### config.mk
export PLATFORM = sky130hd
export DESIGN_NAME = alu_seq_ctrl
export DESIGN_NICKNAME = d
export VERILOG_FILES = /design/src/rtl/alu_seq_ctrl.sv
export SDC_FILE = /design/constraint.sdc
export NUM_CORES = 1
export LEC_CHECK = 0
export CORE_ASPECT_RATIO = 0.7
export CORE_MARGIN = 2
export CORE_UTILIZATION = 30
export CTS_BUF_LIST = sky130_fd_sc_hd__clkbuf_16
export CTS_CLUSTER_SIZE = 12
export DETAILED_ROUTE_END_ITERATION = 6
export PLACE_DENSITY_LB_ADDON = 0.25
export SETUP_SLACK_MARGIN = 0.15
export SLEW_MARGIN = 20
export SYNTH_ARGS = -nofsm -noshare
export SYNTH_HDL_FRONTEND = slang
export SYNTH_SLANG_ARGS = --single-unit
### constraint.sdc
create_clock -name clk -period 1.45 [get_ports clk]
set_input_delay 0.29 -clock clk [delete_from_list [all_inputs] [get_ports clk]]
set_output_delay 0.29 -clock clk [all_outputs]
set_load 0.01 [all_outputs]
### src/rtl/alu_seq_ctrl.sv
// Sequencer for a 16-lane vector ALU: read two source registers, execute, write result back.
// Optional macro ALU_HI_WB_EN adds a second writeback of the hi words to rd+1.
module alu_seq_ctrl #(
    parameter int REG_AW = 3,
    parameter int CNT_W  = 16
) (
    input  logic              clk,
    input  logic              rst,
    input  logic              cmd_valid,
    output logic              cmd_ready,
    input  logic              cmd_op,
    input  logic [REG_AW-1:0] cmd_ra,
    input  logic [REG_AW-1:0] cmd_rb,
    input  logic [REG_AW-1:0] cmd_rd,
    output logic              rf_rd_en,
    output logic [REG_AW-1:0] rf_rd_addr_a,
    output logic [REG_AW-1:0] rf_rd_addr_b,
    output logic              alu_op,
    output logic              res_load,
    output logic              rf_wr_en,
    output logic [REG_AW-1:0] rf_wr_addr,
    output logic              rf_wr_sel,
    output logic              busy,
    output logic              done,
    output logic [CNT_W-1:0]  ops_done
);

`ifdef ALU_HI_WB_EN
    typedef enum logic [2:0] {S_IDLE, S_READ, S_EXEC, S_WB_LO, S_WB_HI} state_t;
`else
    typedef enum logic [2:0] {S_IDLE, S_READ, S_EXEC, S_WB_LO} state_t;
`endif

    state_t            state, state_n;
    logic              op_q;
    logic [REG_AW-1:0] ra_q, rb_q, rd_q;

    always_ff @(posedge clk or posedge rst) begin
        if (rst) begin
            state    <= S_IDLE;
            op_q     <= 1'b0;
            ra_q     <= '0;
            rb_q     <= '0;
            rd_q     <= '0;
            ops_done <= '0;
        end else begin
            state <= state_n;
            if (state == S_IDLE && cmd_valid) begin
                op_q <= cmd_op;
                ra_q <= cmd_ra;
                rb_q <= cmd_rb;
                rd_q <= cmd_rd;
            end
            if (done)
                ops_done <= ops_done + 1'b1;
        end
    end

    // Latched command fields drive the addresses and op directly, so they are never X
    // and alu_op keeps the last op while idle.
    assign rf_rd_addr_a = ra_q;
    assign rf_rd_addr_b = rb_q;
    assign alu_op       = op_q;
    assign busy         = (state != S_IDLE);

    always_comb begin
        state_n    = state;
        cmd_ready  = 1'b0;
        rf_rd_en   = 1'b0;
        res_load   = 1'b0;
        rf_wr_en   = 1'b0;
        rf_wr_sel  = 1'b0;
        rf_wr_addr = rd_q;
        done       = 1'b0;
        case (state)
            S_IDLE: begin
                cmd_ready = 1'b1;
                if (cmd_valid)
                    state_n = S_READ;
            end
            S_READ: begin
                rf_rd_en = 1'b1;
                state_n  = S_EXEC;
            end
            S_EXEC: begin
                res_load = 1'b1;
                state_n  = S_WB_LO;
            end
            S_WB_LO: begin
                rf_wr_en = 1'b1;
`ifdef ALU_HI_WB_EN
                state_n  = S_WB_HI;
`else
                done     = 1'b1;
                state_n  = S_IDLE;
`endif
            end
`ifdef ALU_HI_WB_EN
            S_WB_HI: begin
                // Address arithmetic is REG_AW wide, so rd = all-ones wraps to 0.
                rf_wr_en   = 1'b1;
                rf_wr_sel  = 1'b1;
                rf_wr_addr = rd_q + 1'b1;
                done       = 1'b1;
                state_n    = S_IDLE;
            end
`endif
            default: state_n = S_IDLE;
        endcase
    end

endmodule

==> results, run 1 <==
- The placement row count is 19.
- CTS saw 28 sinks.
- The cell at the root of the clock tree is sky130_fd_sc_hd__clkbuf_16.
- In this design, the largest share of critical-path delay is due to flip-flops.
- The number of nets in the synthesized netlist is approximately 120.
- The most used cell along the critical path is sky130_fd_sc_hd__buf_6.
- CTS built an H-tree with a depth of 1.
- The placeable core region is between 3000 and 4000 µm².
- Of the total synthesized cell area, the portion taken by XOR and XNOR cells is 0.106.
- The setup slack of the critical path after layout is -81.6 ps.
- The cell at the slowest stage of the critical path is sky130_fd_sc_hd__dfrtp_1.
- The die covers 4680 µm².
- Summing every instance area after synthesis gives about 1200 µm².
- The critical path's largest stage delay is just over 400 ps.
- Entering global routing, the biggest net connects 16 pins.
- Dividing the final minimum period by the clock period gives 1.06.
- Walking the worst path, the cells encountered are buf_6 > ha_4 > buf_4 > buf_6.
- Setup repair after global routing could not meet its margin everywhere.
- The number of I/O port buffers is between 40 and 50.
- The total overflow left after global routing is 0.
- The final layout contains routed wiring with a total length of 3240 µm.
- The class of the tightest hold or removal check is input pin to asynchronous set/reset pin.
- The number of unique standard cell types used by synthesis is 21.
- The TritonCTS clock tree is done.
- The start-to-end type of the worst setup path is flip-flop to output port.
- The initial standard-cell utilization of the core is 0.315.
- The maximum vdd drop is ~1.3 mV.
- The kind of start point of the critical path is a flip-flop.
- Max-cap violations in this run came to 0.
- The vertical die dimension is 57.9 µm.
- The repair_antennas step left the layout with diodes totalling 0.
- The area fraction in compound gates after synthesis is 0.0191.
- For this run, the total global-route usage over all layers was measured as 0.149.
- For this design the top-level I/O count stands at 46.
- The leakage power of the design is about 1.2 nW.
- The multiplexer area fraction after synthesis is 0.0996.
- The count of hold buffers inserted by post-cts repair is 0.
- The routed wirelength normalized by instance count is between 10 and 15 µm.
- On the final layout, the worst clock skew is ~2.5 ps.
- The later pin in the worst-skew pair is clocked with a latency of 260 ps.
- The final reports fail on negative setup slack.
- A synthesized cell averages between 10 and 15 µm².
- Of the post-synthesis cell area, the dominant cell type holds 0.563.
- After legalization and detailed placement, the total HPWL measured between 2000 and 2500 µm.
- STA puts the critical path data required time at ~1200 ps.
- The adder and majority cell fraction of the synthesized area is 0.0604.
- The setup check on the worst reg-to-reg path leaves a slack of -40 ps.
- Dividing the detail-routed via count by the number of cells gives 4.47.
- Routability-driven placement finished with a final weighted congestion of ~0.73.
- The signal arrival time at the worst endpoint is between 1000 and 1500 ps.
- The first detailed-routing pass ran for 4 iterations.
- The number of synthesized register bits is 28.
- The share of layout cells above drive strength 1 is 0.459.
- For this run, design rule violations remaining after detail routing come to 0.
- For this run, the register share of the synthesized area comes to 0.563.
- Measured along the x axis, the die boundary spans just over 80 µm.
- Synthesis handed over a netlist of 98 instances.
- The smallest clock period supported by the final layout is computed as ~1500 ps.
- The power per cell area is 1810 nW/µm².
- For this run, the number of Yosys warnings is 0.
- The detail route stage leaves a number of antenna-violating nets equal to 0.
- The combinational family with the most area after synthesis is simple AND/OR/NAND/NOR gates.
- The number of antenna violations at the first check in global routing is 0.
- The count of nets after finishing is around 200.
- Of all cell types, the one taking the most synthesized area is sky130_fd_sc_hd__dfrtp_1.
- The detailed router placed 1,042 vias in this run.
- The sum of negative setup slack is -388 ps.
- The number of slew-limit violations in the final report is 0.
- The final number of setup-violating endpoints is 9.
- The number of buffers and inverters on the critical path is 3.
- The post-synthesis simple-gate area fraction is 0.119.
- The longest clock path from root to sink contains 2 buffers.
- The flow ran to the end, but the final reports show violations.
- The worst setup path is captured at an output port.
- Summing internal, switching and leakage power gives between 4 and 5 mW.
- The tightest hold path in the finished design has a slack of roughly 270 ps.
- The first global-routing pass estimated around 5300 µm of wire.
- The number of global-route vias before repair is 1,079.
- The violation count after the first detailed-route iteration is 29.
- The top achievable clock speed is between 0.6 and 0.7 GHz.
- The layout overhead on the synthesized area is 86.7%.
- Counting the buffers created by CTS gives 3.
- After clock tree synthesis, the clock-pin slew on the worst setup and hold paths is about 70 ps.
- In this run the worst path has a maximum fanout of 4.
- Yosys attributes the largest share of cell area to sky130_fd_sc_hd__dfrtp_1 56%, sky130_fd_sc_hd__mux2_2 10%, sky130_fd_sc_hd__ha_1 6.0%.
- The hold violation count in the final report is 0.
power breakdown:
part           leakage, nW  total [mW]  switching [mW]  internal [mW]
logic                0.793        2.37           0.990           1.38
clock network       0.0385       0.639           0.269          0.370
registers            0.354        1.20           0.165           1.03
synth_stat cells:
cell type and number:
sky130_fd_sc_hd__dfrtp_1 28, sky130_fd_sc_hd__mux2_2 11, sky130_fd_sc_hd__xnor2_1 8, sky130_fd_sc_hd__nand3_1 7, sky130_fd_sc_hd__xor2_1 7, sky130_fd_sc_hd__ha_1 6, sky130_fd_sc_hd__inv_1 6, sky130_fd_sc_hd__nand2_1 6
sky130_fd_sc_hd__nor3_1 3, sky130_fd_sc_hd__and3_1 2, sky130_fd_sc_hd__buf_4 2, sky130_fd_sc_hd__nand4_1 2, sky130_fd_sc_hd__o21ai_0 2, sky130_fd_sc_hd__conb_1 1, sky130_fd_sc_hd__nand4_2 1, sky130_fd_sc_hd__nor2_1 1
sky130_fd_sc_hd__nor3_2 1, sky130_fd_sc_hd__nor4_2 1, sky130_fd_sc_hd__o22ai_1 1, sky130_fd_sc_hd__o31ai_1 1, sky130_fd_sc_hd__or3_4 1
what timing repair did:
item                                    CTS  global route
resized for setup                        93            17
pin swaps                                 4             9
hold endpoints to repair                  0             0
endpoints found under the setup margin   51            33
buffers inserted                         16             7
gates cloned                              1             0
registers in the layout (all words and copies together), names as in the netlist:
| register | count |
|---|---|
| ops_done | 16 |
| rf_wr_addr | 3 |
| rf_rd_addr_b | 3 |
| state | 2 |
| alu_op | 1 |
| rf_rd_addr_a | 3 |
worst paths after layout:
path,startpoint,depth (start not counted),end
hold reg to reg,ops_done[15],1,ops_done[15]
min in group clk,ops_done[15],1,ops_done[15]
setup reg to reg,state[1],6,ops_done[15]
max in group asynchronous,rst,3,ops_done[0]
setup / recovery,state[1],4,done
hold / removal,rst,2,rf_rd_addr_b[2]
worst register-to-register path, stage by stage (launching register included):
cell and delay (ps):
sky130_fd_sc_hd__dfrtp_1 400, sky130_fd_sc_hd__buf_6 120, sky130_fd_sc_hd__ha_4 160, sky130_fd_sc_hd__nand3_4 100, sky130_fd_sc_hd__nor4_4 330, sky130_fd_sc_hd__nand3_1 140, sky130_fd_sc_hd__xnor2_1 140
layout by cell type (no fill, tap or decap), types with 3 or more instances in the layout:
cell type and count:
sky130_fd_sc_hd__xor2_1 7, sky130_fd_sc_hd__nand3_1 5, sky130_fd_sc_hd__nand2_1 5, sky130_fd_sc_hd__dlygate4sd2_1 23, sky130_fd_sc_hd__clkdlybuf4s50_1 11, sky130_fd_sc_hd__ha_4 5, sky130_fd_sc_hd__mux2_4 10, sky130_fd_sc_hd__dfrtp_2 3
sky130_fd_sc_hd__xnor2_1 7, sky130_fd_sc_hd__dfrtp_1 25, sky130_fd_sc_hd__buf_6 17, sky130_fd_sc_hd__inv_1 3, sky130_fd_sc_hd__clkbuf_16 3, sky130_fd_sc_hd__buf_4 25
cell type report:
class,count,area [µm²]
multi-input combinational,63,718
clock buffer,3,75.1
inverter,6,25.0
sequential,28,704
timing repair buffer,80,731
fill,325,1620
tap,52,65.1
clock inverter,1,3.75
cells by family after synthesis:
group,Yosys count
flops,28
simple gates,25
xor+xnor,15
mux,11
buf+inv,8
fa+ha+maj,6
compound gates,4
other cells,1
routing by layer:
layer | track usage | vias to the layer above | share of wire
met4 | 0.0436 | 0 | 0.012
met3 | 0.0358 | 4 | 0.044
met2 | 0.229 | 26 | 0.47
li1 | - | 499 | -
met5 | 0 | - | 0
met1 | 0.211 | 513 | 0.47
through the flow:
step,utilization,setup slack (ps),cell area (µm²),instances
6_report,0.588,-81.6,2320,233
5_1_grt,0.588,-176,2320,233
4_1_cts,0.558,-54.6,2200,227
3_5_place_dp,0.481,-75.6,1900,206
3_3_place_gp,0.481,-39.0,1900,206
2_1_floorplan,-,18.7,1300,98
No activity file was read; power rests on OpenSTA's default activity.
==> inputs of run 2 (changes only) <==
==> constraint.sdc (replaced) <==
create_clock -name clk -period 1.45 [get_ports clk]
set_input_delay 0.29 -clock clk [delete_from_list [all_inputs] [get_ports clk]]
set_output_delay 0.29 -clock clk [all_outputs]
set_load 0.005 [all_outputs]
==> run 2 against run 1 <==
  * The run still ends with negative setup slack left
  * Sequential power decreased by 3%
  * Power increased by 1.3%
  * Global-route usage decreased by 0.14 points
  * Sequential share of layout area fell by 1.8 points
  * Die area unchanged
  * Combinational power rose by 5%
==> results, run 2 (same netlist as run 1, synthesis figures left out) <==
- The run finished, with violations left.
- The checks that failed: negative setup slack.
- The number of clock buffers added by TritonCTS is 3.
- The capture point of the worst path is rf_rd_en.
- In this run the critical register-to-register path is captured at ops_done[12].
- The I/O pin count is 46.
- The critical path's largest stage delay is around 400 ps.
- For the worst flop-to-flop path, the logic depth is 7.
- The top cell types in the final layout, fill and taps aside, are 39 x sky130_fd_sc_hd__buf_4, 26 x sky130_fd_sc_hd__dfrtp_1, 24 x sky130_fd_sc_hd__dlygate4sd2_1.
- Routability-driven placement finished with a final weighted congestion of approximately 0.68.
- In the global route stage, met3 resource usage came out at 0.0436.
- Max-cap violations in this run came to 0.
- Once layout is complete, the utilization of the core stands at 0.625.
- The die covers ~4700 µm².
- The most numerous cell type found on the critical path is sky130_fd_sc_hd__buf_4.
- Entering global routing, the biggest net connects 19 pins.
- The HPWL after detailed placement is approximately 2100 µm.
- The endpoint class of the critical path is an output port.
- The path class of the tightest hold or removal check is input pin to asynchronous set/reset pin.
- The total overflow left after global routing is 0.
- The leakage power of the design is approximately 1.3 nW.
- For this run, design rule violations remaining after detail routing come to 0.
- In this run, the number of DRC markers left after iteration 0 of detailed routing was 12.
- The total buffers and inverters traversed by the critical path is 3.
- The placeable core region is slightly below 4000 µm².
- The layer flagged by global routing as most heavily used is met2.
- The number of hold buffers added after CTS was 0.
- Setup repair after global routing could not meet its margin everywhere.
- The startpoint of the most critical setup path is state[0].
- The signal on the critical path passes through buf_4 > buf_4 > ha_4 > buf_6.
- The routed design has about 3300 µm of wire.
- The register with the most flip-flops in the final layout is ops_done.
- The fraction of met1 tracks used by global routing is 0.176.
- The register with the most flip-flops in the layout has 16 of them.
- Setup violations remaining at the end of the flow were counted as 19.
- The reg-to-reg critical path startpoint is state[0].
- The diode insertion count for antenna repair is 0.
- After clock tree synthesis, the clock-pin slew on the worst setup and hold paths is ~70 ps.
- The total number of vias is roughly 1,100.
- The routed wirelength normalized by instance count is between 10 and 15 µm.
- The worst hold slack after final layout is ~320 ps.
- The detail route stage leaves a number of antenna-violating nets equal to 0.
- Across every metal layer, demand over resource in global routing totals 0.148.
- The top achievable clock speed is ~0.66 GHz.
- The clock tree buffer depth is 2.
- The cell at the root of the clock tree is sky130_fd_sc_hd__clkbuf_16.
- The hold violation count in the final report is 0.
- The clock drives 28 sinks.
- In this run the number of cells on the critical path is 4.
- The number of I/O port buffers is 44.
- STA classifies the critical path startpoint as a flip-flop.
- Clock latency on the worst-skew pair, taken at its later pin, is roughly 260 ps.
- The worst setup path is of the flip-flop to output port kind.
- The signal arrival time at the worst endpoint is approximately 1200 ps.
- The first global-routing pass estimated 5290 µm of wire.
- The time the final worst path needs with I/O delays and setup is ~1500 ps.
- The required time of the critical path is around 1200 ps.
- The number of slew-limit violations in the final report came to 0.
- In the final design database the tool counted approximately 220 nets.
- The clock skew after layout is 2.75 ps.
- The maximum fanout along the worst path is 3.
- The post-route standard cell area excluding fillers is ~2500 µm².
- The number of H-tree levels is 1.
- In the post-route analysis, the smallest setup slack over all paths is -63.5 ps.
- After detailed routing, the number of vias per cell comes to about 4.4.
- The placed instances occupy a cell area of 1920 µm².
- The setup check on the worst reg-to-reg path leaves a slack of -60 ps.
- The power per cell area is 1730 nW/µm².
- The period utilization is 1.04.
- The area growth from synthesis to layout is 98.2%.
- The power after layout is ~4.3 mW.
- The die is between 50 and 60 µm tall.
- The library cell used most frequently in the layout, excluding fill and tap cells, is sky130_fd_sc_hd__buf_4.
- The number of antenna violations at the first check in global routing came to 0.
- The maximum vdd drop is between 1 and 1.5 mV.
- The met2 demand-to-capacity share in global routing is 0.270.
- The placement row count is 19.
- The TritonCTS clock tree is done.
- The number of global-route vias before repair came to roughly 1,200.
- The floorplan step set the die width to 81.0 µm.
- The slowest stage of the critical path is the sky130_fd_sc_hd__dfrtp_1 cell.
- The initial standard-cell utilization of the core is 0.315.
- The top cell family by delay on the critical path is buffers and inverters.
- The first detailed-routing pass ran for 4 iterations.
- The share of layout cells above drive strength 1 is 0.500.
==> run 2: changes by cell type in the layout (fill, tap and decap cells not counted), sizes merged <==
| cell | previous run | this run |
|---|---|---|
| buf | 44 | 58 |
| clkinv | 1 | 0 |
| dlygate4sd2 | 23 | 24 |
| inv | 6 | 7 |
==> run 2: layer usage <==
metal  part of all wire  wire length, µm
met1               0.41             1330
met2               0.54             1780
met3              0.043              139
met4             0.0067               22
met5                  0                0
==> run 2: worst min-delay path by stage <==
stage | startpoint | to | slack [ps]
after CTS | rst | rf_rd_addr_b[0] | 320
final | rst | rf_rd_addr_b[0] | 320
after floorplan | rst | alu_op | 360
after global routing | rst | rf_rd_addr_b[0] | 350
after global placement | ops_done[15] | ops_done[15] | 470
after detailed placement | ops_done[15] | ops_done[15] | 470
==> run 2: cell type report <==
cell class / instances / area, µm²
multi-input combinational: 63 / 746
clock buffer: 3 / 75.1
sequential: 28 / 703
tap: 52 / 65.1
inverter: 6 / 27.5
timing repair buffer: 95 / 845
clock inverter: 1 / 3.75
fill: 325 / 1480
==> run 2: through the flow <==
| step | TNS (ps) | std cells | setup WS [ps] |
|---|---|---|---|
| 2_1_floorplan | 0 | 98 | 54.2 |
| 3_3_place_gp | -2.96 | 208 | -1.89 |
| 3_5_place_dp | -85.0 | 208 | -47.3 |
| 4_1_cts | -434 | 243 | -88.1 |
| 5_1_grt | -1800 | 248 | -122 |
| 6_report | -728 | 248 | -63.5 |
==> run 2: report_power, final <==
| group | leakage, nW | total [mW] | switching (mW) | internal (mW) |
|---|---|---|---|---|
| Sequential | 0.355 | 1.16 | 0.134 | 1.03 |
| Clock | 0.0423 | 0.612 | 0.244 | 0.369 |
| Combinational | 0.882 | 2.49 | 0.961 | 1.53 |
| Total | 1.28 | 4.26 | 1.34 | 2.92 |
==> run 2: tightest hold or removal path: cells and delay by family <==
family	cells	cell delay [ps]
buf+inv	3	630
==> run 2: what timing repair did <==
item,4_1_cts,5_1_grt
pin swaps,7,9
resized for setup,94,18
gates cloned,1,0
buffers inserted,30,5
setup endpoints to repair,51,32
